### config.mk
export PLATFORM = sky130hd
export DESIGN_NAME = pipe_run_ctrl
export DESIGN_NICKNAME = d
export VERILOG_FILES = /design/src/rtl/pipe_run_ctrl.sv
export SDC_FILE = /design/constraint.sdc
export NUM_CORES = 1
export LEC_CHECK = 0
export CAP_MARGIN = 20
export CORE_MARGIN = 2
export CORE_UTILIZATION = 45
export DETAILED_ROUTE_END_ITERATION = 16
export PLACE_DENSITY = 0.72
export SETUP_SLACK_MARGIN = 0.02
export SLEW_MARGIN = 25
export SYNTH_ARGS = -nofsm -noshare
export SYNTH_HDL_FRONTEND = slang
export SYNTH_SLANG_ARGS = --single-unit
### constraint.sdc
create_clock -name clk -period 3.1 [get_ports clk]
set_input_delay 0.775 -clock clk [delete_from_list [all_inputs] [get_ports clk]]
set_output_delay 0.775 -clock clk [all_outputs]
set_load 0.02 [all_outputs]
### src/rtl/pipe_run_ctrl.sv
// Run/step controller in front of top_pipe: holds the pipeline in reset after
// reset/restart, then gates advance with a clock-enable (free-run, single-step, halted).
module pipe_run_ctrl #(
    parameter int NB_data    = 32,
    parameter int RST_CYCLES = 3,
    parameter int NB_rst     = 4
) (
    input  logic               clk,
    input  logic               reset,
    input  logic               run_req,
    input  logic               step_req,
    input  logic               stop_req,
    input  logic               restart,
    input  logic               halt_in,
    input  logic [NB_data-1:0] wdog_limit,
    output logic               pipe_reset,
    output logic               pipe_en,
    output logic [NB_data-1:0] cycle_cnt,
    output logic [2:0]         state,
    output logic               halted,
    output logic               timeout
);

    typedef enum logic [2:0] {
        RST_HOLD = 3'd0,
        IDLE     = 3'd1,
        RUN      = 3'd2,
        STEP     = 3'd3,
        HALTED   = 3'd4
    } state_t;

    localparam logic [NB_rst-1:0]  HOLD_LAST = NB_rst'(RST_CYCLES - 1);
    localparam logic [NB_data-1:0] CNT_MAX   = '1;

    state_t             state_q, state_d;
    logic [NB_rst-1:0]  hold_q, hold_d;
    logic [NB_data-1:0] cycle_cnt_q, cycle_cnt_d;
    logic [NB_data-1:0] cnt_inc;
    logic               timeout_q, timeout_d;
    logic               pipe_reset_q, pipe_reset_d;
    logic               pipe_en_q, pipe_en_d;
    logic               halted_q, halted_d;
    logic               wdog_hit;

    always_comb begin
        state_d     = state_q;
        hold_d      = hold_q;
        timeout_d   = timeout_q;
        cnt_inc     = (cycle_cnt_q == CNT_MAX) ? cycle_cnt_q : cycle_cnt_q + NB_data'(1);
        cycle_cnt_d = pipe_en_q ? cnt_inc : cycle_cnt_q;
        // The watchdog compares against the count this enabled cycle will produce.
        wdog_hit    = (wdog_limit != '0) && (cnt_inc == wdog_limit);

        if (restart) begin
            state_d     = RST_HOLD;
            hold_d      = '0;
            cycle_cnt_d = '0;
            timeout_d   = 1'b0;
        end else begin
            case (state_q)
                RST_HOLD: begin
                    if (hold_q == HOLD_LAST) state_d = IDLE;
                    else                     hold_d  = hold_q + NB_rst'(1);
                end
                IDLE: begin
                    if (run_req)       state_d = RUN;
                    else if (step_req) state_d = STEP;
                end
                RUN, STEP: begin
                    if (halt_in || wdog_hit) begin
                        state_d   = HALTED;
                        timeout_d = timeout_q | wdog_hit;
                    end else if (state_q == STEP || stop_req) begin
                        state_d = IDLE;
                    end
                end
                default: state_d = state_q;
            endcase
        end

        pipe_reset_d = (state_d == RST_HOLD);
        pipe_en_d    = (state_d == RUN) || (state_d == STEP);
        halted_d     = (state_d == HALTED);
    end

    always_ff @(posedge clk or posedge reset) begin
        if (reset) begin
            state_q      <= RST_HOLD;
            hold_q       <= '0;
            cycle_cnt_q  <= '0;
            timeout_q    <= 1'b0;
            pipe_reset_q <= 1'b1;
            pipe_en_q    <= 1'b0;
            halted_q     <= 1'b0;
        end else begin
            state_q      <= state_d;
            hold_q       <= hold_d;
            cycle_cnt_q  <= cycle_cnt_d;
            timeout_q    <= timeout_d;
            pipe_reset_q <= pipe_reset_d;
            pipe_en_q    <= pipe_en_d;
            halted_q     <= halted_d;
        end
    end

    assign state      = state_q;
    assign pipe_reset = pipe_reset_q;
    assign pipe_en    = pipe_en_q;
    assign cycle_cnt  = cycle_cnt_q;
    assign halted     = halted_q;
    assign timeout    = timeout_q;

endmodule

==> metrics.csv <==
metric;value;unit
hold_path_depth;1;
port_buffers;77;
clock_latency;310;ps
holdWs;526.8;ps
via_per_inst;5.877;
setup_violations;0;
startpoint_type;register;
cts_buffer_depth;2;
async_reset_ff_frac;1.000;
drcViolationCount;0;
ir_drop;0.2131;mV
cp_cell_sequence;nand3_2 -> nor4_4 -> buf_4 -> xor2_1 -> nor3_1 -> o211ai_1 -> a21o_1 -> nor4_2 -> and4_4 -> o32ai_1;
r2r_slack;160;ps
layout-drive-gt1-share;0.1742;
vias;3838;
cts.sinks;43;
combPwrFrac;0.231;
ys_seq_area_frac;0.2997;
worstHoldPathType;register to register;
status;complete, no violations;
finalWorstSetupSlack;160.8;ps
reg2reg_from;cycle_cnt[2];
timing.fmax;340.2;MHz
clkPwrFrac;0.335;
p_seq_frac;0.435;
die_area;8719;sq um
r2r_end;state[1];
cts.reportedPaths.clkPinSlew;90;ps
synth_nets;471;
slew_viol_final;0;
area_growth;36.83;%
max_stage_delay;590;ps
hold_viol;0;
yosysWarnings;0;
utilization;0.6365;
top_level_ports;78;
root_buffer;clkbuf_8;
yosys_register_bits;43;
p_int;0.9853;mW
grt_pass1_vias;3732;
synth_area;3595;sq um
crit_type;register to register;
syn_inst;429;
syn_area_per_cell;8.379;sq um
p_sw;0.4270;mW
cp_slowest_cell;dfrtp_1;
synthFlopType;dfrtp_1;
die-width;93.38;um
min_to;timeout;
drt-pass1-iter-count;7;
cp_data_arrival_time;3120;ps
cts_tree;yes;
ant_nets;0;
crit_required;3280;ps
skew;11.83;ps
dp_slack;-16.70;ps
fin_crit_sh;0.9481;
synth_cell_types;68;
fin_nets;592;
core.rowCount;32;
tightest_slew;548.1;ps
max_cap_violations;0;
end_kind;register;
timing.slew.headroom;0.6323;
gp_congestion;1.055;
rsz0062_at_grt;no;
die_h;93.38;um
core_area;7727;sq um
reg2regPathDepth;10;
initial_utilization;0.4652;
grt-ovfl-total;0;
power_leakage;1.973;nW
grt_pass1_wl;19.62;mm
dp_hpwl;9.871;mm
p_sw_frac;0.3024;
htree_levels;2;
synth_edf_count;0;
drtIter0Drc;425;
power_density;287.2;nW/um^2
cts_buffers;5;
path_max_fanout;8;
diodes;0;
post-route-min-period;2939;ps
holdCritStartpoint;timeout;
grt_usage;0.2933;
wl_per_cell;18.89;um
grt_max_degree;45;
wl;12.34;mm
p_total;1.412;mW
antenna_found_initial;0;
-- critical path: cells and delay by family, from the launching register on --
| family | cells | cell delay [ps] |
|---|---|---|
| buf+inv | 1 | 210 |
| flops | 1 | 590 |
| compound gates | 3 | 420 |
| xor+xnor | 1 | 70 |
| simple gates | 5 | 1520 |
-- state kept, by name, indices dropped and copies added (netlist names) --
name	cells
pipe_en	1
halted	1
cycle_cnt	32
timeout	1
state	3
hold_q	4
pipe_reset	1
-- layout by cell type, fill, tap and decap left out, drive strengths merged, types with 10 or more instances in the layout --
cell type | Yosys | layout
nand3 | 25 | 25
nor4 | 16 | 16
or3 | 11 | 11
inv | 10 | 10
nor3 | 19 | 19
clkdlybuf4s50 | 0 | 77
dfrtp | 42 | 42
buf | 17 | 60
nor2 | 57 | 57
nand2 | 36 | 36
o21ai | 13 | 13
xnor2 | 29 | 29
xor2 | 37 | 37
nand4 | 18 | 18
a21oi | 20 | 20
-- synthesized netlist by cell type, types with 3 or more instances --
master	count	share of area
a21oi_1	20	0.028
a31oi_1	5	0.0087
and2_1	3	0.0052
and3_1	3	0.0052
and4_1	5	0.012
buf_2	8	0.011
buf_4	5	0.010
buf_6	4	0.013
clkbuf_1	5	0.0052
dfrtp_1	42	0.29
ha_1	3	0.010
inv_1	10	0.010
mux2i_1	3	0.0084
nand2_1	36	0.038
nand2b_1	3	0.0052
nand3_1	23	0.032
nand4_1	14	0.024
nand4_2	3	0.010
nor2_1	57	0.060
nor3_1	17	0.024
nor4_1	12	0.021
o2111ai_1	3	0.0073
o21ai_0	13	0.018
o31a_1	3	0.0073
or3_1	11	0.019
xnor2_1	29	0.071
xor2_1	37	0.090
-- metal layers --
| layer | global-route usage | vias up | wire (um) |
|---|---|---|---|
| li1 | - | 1784 | - |
| met1 | 0.4114 | 1833 | 5292 |
| met2 | 0.4658 | 201 | 5705 |
| met3 | 0.05077 | 20 | 1087 |
| met4 | 0.08088 | 0 | 250 |
| met5 | 0 | - | 0 |
-- metrics by stage --
step / std cells / instance area, sq um / TNS (ps)
6_report: 653 / 4918 / 0
5_1_grt: 653 / 4918 / 0
4_1_cts: 653 / 4907 / 0
3_5_place_dp: 645 / 4792 / -29.74
3_3_place_gp: 645 / 4792 / 0
2_1_floorplan: 429 / 3595 / 0
-- cell families (layout without fill, tap and decap cells) --
logic type	Yosys count	count (layout)	share of synthesized area
DFF	43	43	0.2997
and+or+nand+nor	210	210	0.3255
muxes	4	4	0.01149
AOI/OAI and AO/OA	70	70	0.1396
buffers and inverters	33	155	0.05256
xor gates and xnor gates	66	66	0.1608
adders and majority gates	3	3	0.01044
-- how the worst max path moves through the flow --
stage	from	to	slack, ps	cells past startpoint
after floorplan	cycle_cnt[0]	state[1]	210	11
after global placement	wdog_limit[28]	state[1]	20	9
after detailed placement	wdog_limit[17]	pipe_en	-20	11
after CTS	cycle_cnt[0]	pipe_en	90	11
after global routing	cycle_cnt[16]	state[1]	60	10
final	cycle_cnt[2]	state[1]	160	10
-- power groups by stage --
stage | sequential, mW | clock, mW | combinational (mW)
floorplan | 0.639 | 0 | 0.163
global placement | 0.623 | 0 | 0.316
detailed placement | 0.624 | 0 | 0.323
CTS | 0.613 | 0.476 | 0.325
global route | 0.617 | 0.496 | 0.360
finish | 0.614 | 0.473 | 0.326
-- cell type report --
cell class,instances,area (sq um)
Sequential cell,43,1077
Tap cell,102,127.6
Clock inverter,3,46.29
Clock buffer,5,68.82
Inverter,10,37.54
Timing Repair Buffer,137,1221
Multi-Input combinational cell,353,2340
Fill cell,716,2809
-- what timing repair did --
item,in CTS,in global routing
setup buffers,0,0
setup endpoints to repair,0,6
resized for setup,0,4
hold buffers,0,0
Note: power is estimated with default switching activity, not from simulation.
